===== src/rtl/cpu_run_ctrl.sv =====
// Run/step/halt controller for a debug CPU: divided clock-enable generation and a stepped data-memory inspect address.
// Optional cpu_ce pulse counter enabled by defining CPU_RUN_CTRL_CYCLE_COUNT_EN.
module cpu_run_ctrl #(
    parameter int DIV    = 4,
    parameter int ADDR_W = 6
) (
    input  logic              clk,
    input  logic              rst,
    input  logic              run_sw,
    input  logic              step_btn,
    input  logic              left_btn,
    input  logic              right_btn,
    input  logic              halt_req,
    input  logic              mode_sw,
    input  logic [ADDR_W-1:0] sw_addr,
    output logic              cpu_ce,
    output logic [ADDR_W-1:0] dm_addr,
    output logic [1:0]        state,
    output logic [15:0]       cyc_cnt
);

    typedef enum logic [1:0] {
        S_HALT = 2'd0,
        S_RUN  = 2'd1,
        S_STEP = 2'd2
    } state_t;

    localparam logic [15:0] DIV_LAST = 16'(DIV - 1);

    state_t            cur_state, nxt_state;
    logic [15:0]       div_cnt, nxt_div_cnt;
    logic              nxt_ce;
    logic              run_prev, step_prev, left_prev, right_prev;
    logic              run_edge, step_edge, left_edge, right_edge;
    logic [ADDR_W-1:0] step_addr;

    assign run_edge   = run_sw & ~run_prev;
    assign step_edge  = step_btn & ~step_prev;
    assign left_edge  = left_btn & ~left_prev;
    assign right_edge = right_btn & ~right_prev;

    always_comb begin
        nxt_state   = cur_state;
        nxt_div_cnt = div_cnt;
        nxt_ce      = 1'b0;
        unique case (cur_state)
            S_HALT: begin
                if (run_edge && !halt_req) begin
                    nxt_state   = S_RUN;
                    nxt_div_cnt = 16'd0;
                end else if (step_edge) begin
                    nxt_state = S_STEP;
                end
            end
            S_RUN: begin
                // Halt check outranks the terminal count so a late halt drops the pending pulse.
                if (!run_sw || halt_req) begin
                    nxt_state   = S_HALT;
                    nxt_div_cnt = 16'd0;
                end else if (div_cnt == DIV_LAST) begin
                    nxt_ce      = 1'b1;
                    nxt_div_cnt = 16'd0;
                end else begin
                    nxt_div_cnt = div_cnt + 16'd1;
                end
            end
            S_STEP: begin
                nxt_ce    = 1'b1;
                nxt_state = S_HALT;
            end
            default: nxt_state = S_HALT;
        endcase
    end

    always_ff @(posedge clk) begin
        if (rst) begin
            cur_state  <= S_HALT;
            div_cnt    <= 16'd0;
            cpu_ce     <= 1'b0;
            run_prev   <= 1'b1;
            step_prev  <= 1'b1;
            left_prev  <= 1'b1;
            right_prev <= 1'b1;
            step_addr  <= '0;
            dm_addr    <= '0;
        end else begin
            cur_state  <= nxt_state;
            div_cnt    <= nxt_div_cnt;
            cpu_ce     <= nxt_ce;
            run_prev   <= run_sw;
            step_prev  <= step_btn;
            left_prev  <= left_btn;
            right_prev <= right_btn;
            // Coincident left and right edges cancel out.
            if (right_edge && !left_edge) begin
                step_addr <= step_addr + 1'b1;
            end else if (left_edge && !right_edge) begin
                step_addr <= step_addr - 1'b1;
            end
            dm_addr <= mode_sw ? step_addr : sw_addr;
        end
    end

    assign state = cur_state;

`ifdef CPU_RUN_CTRL_CYCLE_COUNT_EN
    logic [15:0] cyc_q;

    always_ff @(posedge clk) begin
        if (rst) begin
            cyc_q <= 16'd0;
        end else if (nxt_ce && cyc_q != 16'hFFFF) begin
            cyc_q <= cyc_q + 16'd1;
        end
    end

    assign cyc_cnt = cyc_q;
`else
    assign cyc_cnt = 16'd0;
`endif

endmodule


===== config.mk =====
export PLATFORM = sky130hd
export DESIGN_NAME = cpu_run_ctrl
export DESIGN_NICKNAME = d
export VERILOG_FILES = /design/src/rtl/cpu_run_ctrl.sv
export SDC_FILE = /design/constraint.sdc
export NUM_CORES = 1
export LEC_CHECK = 0
export ABC_AREA = 1
export BUFFER_PORTS_ARGS = -buffer_cell sky130_fd_sc_hd__clkbuf_2
export CAP_MARGIN = 20
export CORE_MARGIN = 2
export CORE_UTILIZATION = 54
export CTS_CLUSTER_SIZE = 30
export DETAILED_ROUTE_END_ITERATION = 16
export HOLD_SLACK_MARGIN = 0.05
export PLACE_DENSITY = 0.78
export SLEW_MARGIN = 30
export SYNTH_ARGS = -nofsm -noshare
export SYNTH_HDL_FRONTEND = slang
export SYNTH_SLANG_ARGS = --single-unit

===== constraint.sdc =====
create_clock -name clk -period 2.34 [get_ports clk]
set_input_delay 0.234 -clock clk [delete_from_list [all_inputs] [get_ports clk]]
set_output_delay 0.234 -clock clk [all_outputs]
set_load 0.005 [all_outputs]

==> results_dict.tcl, run 1 <==
set metrics [dict create \
    portBuffers 22 \
    drc_errors 0 \
    clock.fmax_mhz 493 \
    finClkSkew_ns 0.00512 \
    rr_startpoint "left_prev" \
    worst-path-max-fanout 5 \
    status "finished, final reports clean" \
    period_needed_ns 2.03 \
    setup_violations 0 \
    power_density_nw_per_um2 636 \
    cap_violations 0 \
    hold_path.class "in2reg" \
    rsz0062_at_grt "no" \
    via_per_inst 4.80 \
    drive_above_1_share_pct 16.3 \
    io_pins 39 \
    cp-end-kind "flip-flop" \
    synth.area.top_cells "dfxtp_1, nand2_1, inv_1" \
    grt_pass1_vias 1482 \
    cts_setup_buffers 0 \
    p_leak_nw 1.02 \
    wl_per_cell_um 10.4 \
    reg2reg_slack_ns 0.31 \
    reg2regPathDepth 11 \
    core_area_um2 3420 \
    async_reset_ff_share_pct 0 \
    areaGrowthSynthToFinish_pct 9.44 \
    dieArea_um2 4130 \
    critical_path_class "reg2reg" \
    hold_violations 0 \
    cts_resized 0 \
    clk_pin_slew_worst_paths_ns 0.11 \
    h-tree-depth 2 \
    cts_sinks 35 \
    vias 1662 \
    drv_slew 0 \
    grt_pass1_wl_mm 6.17 \
    rows 21 \
    cts_tree "yes" \
    die_x_um 64.3 \
    first_iter_violations 139 \
    placed_cells 338 \
    multiInputGateArea_um2 1020 \
    drt_wl_total_mm 3.58 \
    syn-cell-area_um2 1960 \
    cts_inserted_buffers 5 \
    grt_max_degree 15 \
    seq_area_frac_synth_pct 35.7 \
    gr-total-overflow 0 \
    finalCritPeriodShare_pct 86.8 \
    synth_cells 275 \
    ir_worst_vdd_mv 0.380 \
    gp_congestion 0.806 \
    avgSynthCellArea_um2 7.13 \
    ys_ff_latch 35 \
    arrival_ns 2.28 \
    ant_nets 0 \
    cp-startpoint "left_prev" \
    fin_cells 346 \
    hold_buffers 0 \
    clock_latency_ns 0.35 \
    final_nets 323 \
    cts_root_buffer "clkbuf_4" \
    antenna_cells 0 \
    dpl.hpwl_mm 2.76 \
    synth_area_leader_cell "dfxtp_1" \
    synth_edf_count 0 \
    setup.worst_path.end "step_addr[5]" \
    regArea_um2 701 \
    start_util_pct 57.4 \
    synth_top_flop_cell "dfxtp_1" \
    yosys_warnings 0 \
    synth.distinct_cells 31 \
    antenna_found_initial 0 \
    synth_most_common_cell "nand2_1" \
    worstPathRequired_ns 2.59 \
    setup_tns_ns 0 \
    fillCellCount 346 \
    track_usage_pct 19.5 \
    die_h_um 64.3 \
    rr_endpoint "step_addr[5]" \
    clock_path_buffers 2 \
    synth.top_cell.area_share_pct 35.7 \
    first_pass_iters 4 \
    synth_common_cells "nand2_1, inv_1, nor2_1, dfxtp_1, buf_4" \
    start_kind "flip-flop" \
]
[power by group]
group / internal, W / switching, W / total, W / leakage [nW]
Clock: 0.000332 / 0.000226 / 0.000558 / 0.0514
Sequential: 0.000620 / 0.0000152 / 0.000635 / 0.286
Combinational: 0.0000684 / 0.000103 / 0.000171 / 0.684
[logic make-up after synthesis]
family	share of synthesized area (%)
buffers and inverters	15.1
and+or+nand+nor	31.2
AOI/OAI and AO/OA	8.42
xor gates and xnor gates	2.68
other	0.191
DFF	35.7
adders and majority gates	6.76
[final cells by class]
| type | count | area share (%) |
|---|---|---|
| clock buffers | 5 | 1.75 |
| clock inverters | 3 | 3.15 |
| inverters | 40 | 7.05 |
| multi-input cells | 195 | 47.6 |
| flip-flops and latches | 35 | 32.6 |
| well taps | 46 | 2.68 |
| repair buffers | 22 | 5.13 |
[registers in the layout, indices dropped and copies added (netlist names)]
register and cells:
div_cnt 16, cpu_ce 1, right_prev 1, step_addr 6
dm_addr 6, left_prev 1, step_prev 1, state 2
run_prev 1
[worst min-delay path by stage]
| stage | startpoint | end | slack, ns | cells past startpoint |
|---|---|---|---|---|
| after floorplan | rst | state[0] | 0.30 | 1 |
| after global placement | step_btn | step_prev | 0.42 | 3 |
| after detailed placement | step_btn | step_prev | 0.42 | 3 |
| after CTS | step_btn | step_prev | 0.05 | 3 |
| after global routing | left_btn | left_prev | 0.06 | 3 |
| final | step_btn | step_prev | 0.06 | 3 |
[metal layers]
layer | up-vias | wire length (um) | track usage [%]
li1 | 883 | - | -
met1 | 735 | 1700 | 23.3
met2 | 34 | 1640 | 31.6
met3 | 10 | 172 | 7.22
met4 | 0 | 67 | 7.45
met5 | - | 0 | 0
[worst max-delay path, cell delays in order, from the launching register on]
cell,delay [ns]
dfxtp_1,0.31
or2_2,0.28
ha_1,0.20
inv_1,0.16
ha_1,0.29
or2_2,0.30
nand3b_1,0.11
nand2_1,0.05
nand2_1,0.07
nand2_1,0.05
nand2_1,0.05
a21oi_1,0.05
[cells in the final DEF, fill, tap and decap left out, drive strengths merged, types with 3 or more instances in the layout]
| master | n |
|---|---|
| nand3 | 11 |
| nor2 | 43 |
| nand4 | 5 |
| inv | 39 |
| nand2 | 56 |
| xor2 | 4 |
| or2 | 3 |
| conb | 16 |
| nor3 | 11 |
| a21oi | 15 |
| clkbuf | 27 |
| ha | 9 |
| dfxtp | 35 |
| o21ai | 13 |
[per-stage QoR]
step / hold slack (ns) / power, W / setup slack, ns / utilization [%] / instance area [um^2]
after detailed placement: 0.423 / 0.000820 / 0.279 / 59.8 / 2040
after global placement: 0.418 / 0.000814 / 0.339 / 59.8 / 2040
after global routing: 0.0593 / 0.00143 / 0.191 / 62.9 / 2150
final: 0.0595 / 0.00136 / 0.310 / 62.9 / 2150
after floorplan: 0.303 / 0.000793 / 0.452 / - / 2020
after CTS: 0.0510 / 0.00137 / 0.328 / 62.9 / 2150
(Power assumes the default switching activity.)
==> inputs of run 2 (changes only) <==
--- a/config.mk
+++ b/config.mk
@@ -14,6 +14,7 @@
 export DETAILED_ROUTE_END_ITERATION = 16
 export HOLD_SLACK_MARGIN = 0.05
 export PLACE_DENSITY = 0.78
+export RECOVER_POWER = 100
 export SLEW_MARGIN = 30
 export SYNTH_ARGS = -nofsm -noshare
 export SYNTH_HDL_FRONTEND = slang
==> run 2 against run 1 <==
  * Clock power is essentially flat
  * Hold slack got worse by 0.0014 ns
  * Non-clock buffer count unchanged
  * Highest routed layer unchanged
==> results_dict.tcl, run 2 (synthesis gave the netlist of run 1 again) <==
set metrics [dict create \
    cts_sinks 35 \
    status "finished, final reports clean" \
    max_stage_delay_ns 0.31 \
    cp-end-kind "flip-flop" \
    top_register "div_cnt" \
    first_pass_iters 4 \
    start_util_pct 57.4 \
    hold_violations 0 \
    reg2reg_slack_ns 0.30 \
    fin_ws_ns 0.296 \
    die_h_um 64.3 \
    path_cells "or2_2, ha_1, inv_1, ha_1, or2_2, nand3b_1, nand2_1, nand2_1, nand2_1, nand2_1, a21oi_1" \
    place_ws_ns 0.279 \
    drc_errors 0 \
    cts_tree "yes" \
    drt_wl_total_mm 3.59 \
    wl_per_cell_um 10.4 \
    first_iter_violations 129 \
    min_from "step_btn" \
    rr_startpoint "left_prev" \
    portBuffers 22 \
    setup_violations 0 \
    cap_violations 0 \
    die_x_um 64.3 \
    worst-path-max-fanout 5 \
    finalCritPeriodShare_pct 87.3 \
    dieArea_um2 4130 \
    rows 21 \
    hold_buffers 0 \
    worstPathRequired_ns 2.58 \
    areaGrowthSynthToFinish_pct 8.67 \
    layout_commonest_cell "nand2_1" \
    rsz0062_at_grt "no" \
    dpl.hpwl_mm 2.76 \
    track_usage_pct 19.5 \
    antenna_found_initial 0 \
    cp_common_cell "nand2_1" \
    grt_pass1_vias 1482 \
    finClkSkew_ns 0.00309 \
    h-tree-depth 2 \
    rr_endpoint "step_addr[5]" \
    final_nets 323 \
    setup_tns_ns 0 \
    grt_pass1_wl_mm 6.17 \
    via_per_inst 4.79 \
    hold_depth 3 \
    ant_nets 0 \
    min_to "step_prev" \
    antenna_cells 0 \
    io_pins 39 \
    mostFrequentLayoutCells "nand2_1, inv_1, nor2_1" \
    p_leak_nw 1.01 \
    cts_root_buffer "clkbuf_4" \
    reg_top3 "div_cnt x16, dm_addr x6, step_addr x6" \
    clock_path_buffers 2 \
    vias 1657 \
    finalInstanceArea_um2 2130 \
    start_kind "flip-flop" \
    drive_above_1_share_pct 14.3 \
    critical_path_class "reg2reg" \
    arrival_ns 2.28 \
    clock.fmax_mhz 489 \
    gr-total-overflow 0 \
    gp_congestion 0.806 \
    cts_resized 0 \
    largest_register_ffs 16 \
    slowest_stage "dfxtp_1" \
    cts_inserted_buffers 5 \
    clock_latency_ns 0.35 \
    power_density_nw_per_um2 638 \
    ir_worst_vdd_mv 0.379 \
    clk_pin_slew_worst_paths_ns 0.11 \
    period_needed_ns 2.04 \
    placed_area_um2 2040 \
    drv_slew 0 \
    cts_setup_buffers 0 \
    core_area_um2 3420 \
    hold_path.class "in2reg" \
    reg2regPathDepth 11 \
    grt_max_degree 15 \
]
## run 2: worst max-delay path by stage
stage                    from            to  slack (ns)  cells after the start
floorplan           left_prev  step_addr[3]        0.45                     10
global placement     left_btn  step_addr[5]        0.34                     13
detailed placement   left_btn  step_addr[3]        0.28                     12
CTS                 left_prev  step_addr[5]        0.33                     10
global route        left_prev  step_addr[5]        0.18                     11
finish              left_prev  step_addr[5]        0.30                     11
## run 2: cell type report
cell class | instances | area [um^2]
tap | 46 | 57.6
sequential | 35 | 701
clock buffer | 5 | 37.5
multi-input combinational | 195 | 1010
inverter | 40 | 151
timing repair buffer | 22 | 108
clock inverter | 3 | 67.6
fill | 352 | 1280
## run 2: layer usage
| metal | wire length (um) | track usage [%] | up-vias | share of wire [%] |
|---|---|---|---|---|
| li1 | - | - | 881 | - |
| met1 | 1730 | 23.3 | 738 | 48 |
| met2 | 1640 | 31.6 | 28 | 46 |
| met3 | 152 | 7.22 | 10 | 4.2 |
| met4 | 67 | 7.45 | 0 | 1.9 |
| met5 | 0 | 0 | - | 0 |
## run 2: where the power goes
group / internal [W] / switching (W) / total [W] / leakage (nW)
Clock: 0.000332 / 0.000225 / 0.000557 / 0.0514
Sequential: 0.000620 / 0.0000152 / 0.000635 / 0.286
Combinational: 0.0000674 / 0.000102 / 0.000169 / 0.675
Total: 0.00102 / 0.000342 / 0.00136 / 1.01
## run 2: worst max-delay path, delay by kind of cell (launching register included)
kind	cells	cell delay [ns]
AOI/OAI and AO/OA	1	0.05
DFF	1	0.31
adders and majority gates	2	0.49
buffers and inverters	1	0.16
and+or+nand+nor	7	0.91
## run 2: metrics by stage
step	std cells	utilization, %	power, W	hold WS [ns]
2_1_floorplan	290	-	0.000793	0.303
3_3_place_gp	338	59.8	0.000814	0.418
3_5_place_dp	338	59.8	0.000820	0.423
4_1_cts	346	62.9	0.00137	0.0510
5_1_grt	346	62.4	0.00143	0.0593
6_report	346	62.4	0.00136	0.0581
==> inputs of run 3 (changes only) <==
--- a/config.mk
+++ b/config.mk
@@ -9,11 +9,11 @@
 export BUFFER_PORTS_ARGS = -buffer_cell sky130_fd_sc_hd__clkbuf_2
 export CAP_MARGIN = 20
 export CORE_MARGIN = 2
-export CORE_UTILIZATION = 54
+export CORE_UTILIZATION = 30
 export CTS_CLUSTER_SIZE = 30
 export DETAILED_ROUTE_END_ITERATION = 16
 export HOLD_SLACK_MARGIN = 0.05
-export PLACE_DENSITY = 0.78
+export MAX_ROUTING_LAYER = met4
 export RECOVER_POWER = 100
 export SLEW_MARGIN = 30
 export SYNTH_ARGS = -nofsm -noshare
==> run 3 against run 2 <==
  * Die area rose by 74%
  * First-iteration DRC count fell by 2.3%
  * Via count fell by 1.9%
  * Critical path type unchanged
  * Critical endpoint unchanged
  * Sequential share of layout area fell by 0.27 points
==> results_dict.tcl, run 3 (synthesis gave the netlist of run 1 again) <==
set metrics [dict create \
    status "finished, final reports clean" \
    clk_pin_slew_worst_paths_ns 0.07 \
    final_nets 324 \
    cts_setup_buffers 0 \
    slew_headroom_pct 61.5 \
    drv_slew 0 \
    fin_cells 378 \
    gp_congestion 0.853 \
    cp-end-kind "flip-flop" \
    cp-startpoint "left_prev" \
    via_per_inst 4.30 \
    dieArea_um2 7200 \
    first_iter_violations 126 \
    rows 29 \
    finalCritPeriodShare_pct 85.9 \
    antenna_cells 0 \
    clock_latency_ns 0.29 \
    ant_nets 0 \
    period_needed_ns 2.01 \
    setup_violations 0 \
    grt_max_degree 15 \
    min_from "left_btn" \
    cts_tree "yes" \
    power_frac_comb_pct 13.6 \
    critical_path_class "reg2reg" \
    dpl.hpwl_mm 2.84 \
    drive_above_1_share_pct 13.0 \
    areaGrowthSynthToFinish_pct 9.57 \
    placed_cells 370 \
    cts_root_buffer "clkbuf_8" \
    h-tree-depth 2 \
    arrival_ns 2.17 \
    first_pass_iters 4 \
    worst_pin_slew_ns 0.578 \
    pwr-share-seq_pct 51.7 \
    grt_pass1_vias 1567 \
    pwr-share-clk_pct 34.7 \
    cts_sinks 35 \
    portBuffers 22 \
    clock_path_buffers 2 \
    track_usage_pct 12.1 \
    start_kind "flip-flop" \
    layout_commonest_cell "nand2_1" \
    p_leak_nw 0.994 \
    mostFrequentLayoutCells "nand2_1, inv_1, nor2_1" \
    antenna_found_initial 0 \
    worst-path-max-fanout 5 \
    gr-total-overflow 0 \
    clock.fmax_mhz 497 \
    die_h_um 84.9 \
    p_sw_share_pct 27.1 \
    io_pins 39 \
    drt_wl_total_mm 3.68 \
    top_register "div_cnt" \
    finClkSkew_ns 0.00760 \
    grt_pass1_wl_mm 6.81 \
    drc_errors 0 \
    vias 1626 \
    rsz0062_at_grt "no" \
    cap_violations 0 \
    worstPathRequired_ns 2.50 \
    hold_violations 0 \
    hold_path.class "in2reg" \
    ir_worst_vdd_mv 0.329 \
    cts_inserted_buffers 5 \
    start_util_pct 30.9 \
    power_density_nw_per_um2 572 \
    rr_startpoint "left_prev" \
    setup_tns_ns 0 \
    largest_register_ffs 16 \
    hold_buffers 0 \
    wl_per_cell_um 9.74 \
    die_x_um 84.9 \
    p_int_w 0.000896 \
    cts_resized 0 \
    p_sw_w 0.000334 \
    reg_top3 "div_cnt x16, dm_addr x6, step_addr x6" \
    core_area_um2 6350 \
]
[run 3: cell count changes in the layout (fill, tap and decap cells not counted)]
cell,change
clkbuf_2,-3
clkbuf_4,-5
clkbuf_1,+6
bufinv_16,-2
clkbuf_8,+5
clkinvlp_4,-1
nand2_1,-1
nand2_2,+1
clkinv_2,+1
[run 3: worst paths after layout]
path                            cells past startpoint           end  slack, ns
worst max-delay path                               11  step_addr[5]       0.33
worst min-delay path                                3     left_prev       0.12
worst max register to register                     11  step_addr[5]       0.33
worst min register to register                      2    div_cnt[0]       0.49
[run 3: routing by layer]
| metal | wire (um) | global-route usage, % | up-vias |
|---|---|---|---|
| li1 | - | - | 879 |
| met1 | 1720 | 14.3 | 706 |
| met2 | 1760 | 19.6 | 37 |
| met3 | 160 | 3.50 | 4 |
| met4 | 40 | 4.33 | 0 |
| met5 | 0 | - | - |
[run 3: critical path, stage by stage, from the launching register on]
cell	delay, ns
dfxtp_1	0.30
or2_2	0.28
ha_1	0.20
inv_1	0.16
ha_1	0.29
or2_2	0.29
nand3b_1	0.10
nand2_1	0.05
nand2_1	0.05
nand2_1	0.04
nand2_1	0.05
a21oi_1	0.06
[run 3: metrics by stage]
stage	area [um^2]	hold slack (ns)	setup WS (ns)	util, %	power (W)
floorplan	2020	0.303	0.452	-	0.000793
global placement	2090	0.420	0.334	32.9	0.000819
detailed placement	2090	0.424	0.285	32.9	0.000822
CTS	2170	0.117	0.331	34.2	0.00125
global route	2150	0.128	0.148	33.9	0.00131
finish	2150	0.124	0.330	33.9	0.00123
[run 3: final cells by class]
cell class                      instances  area, um^2
Clock buffer                            7        76.3
Clock inverter                          1        5.00
Fill cell                             691        4200
Inverter                               40         151
Multi-Input combinational cell        195        1010
Sequential cell                        35         701
Tap cell                               77        96.3
Timing Repair Buffer                   23         108
[run 3: power groups by stage]
stage	Combinational, W	Sequential (W)	Clock (W)
floorplan	0.000147	0.000646	0
global placement	0.000169	0.000649	0
detailed placement	0.000173	0.000649	0
CTS	0.000173	0.000636	0.000445
global route	0.000204	0.000639	0.000471
finish	0.000167	0.000636	0.000426
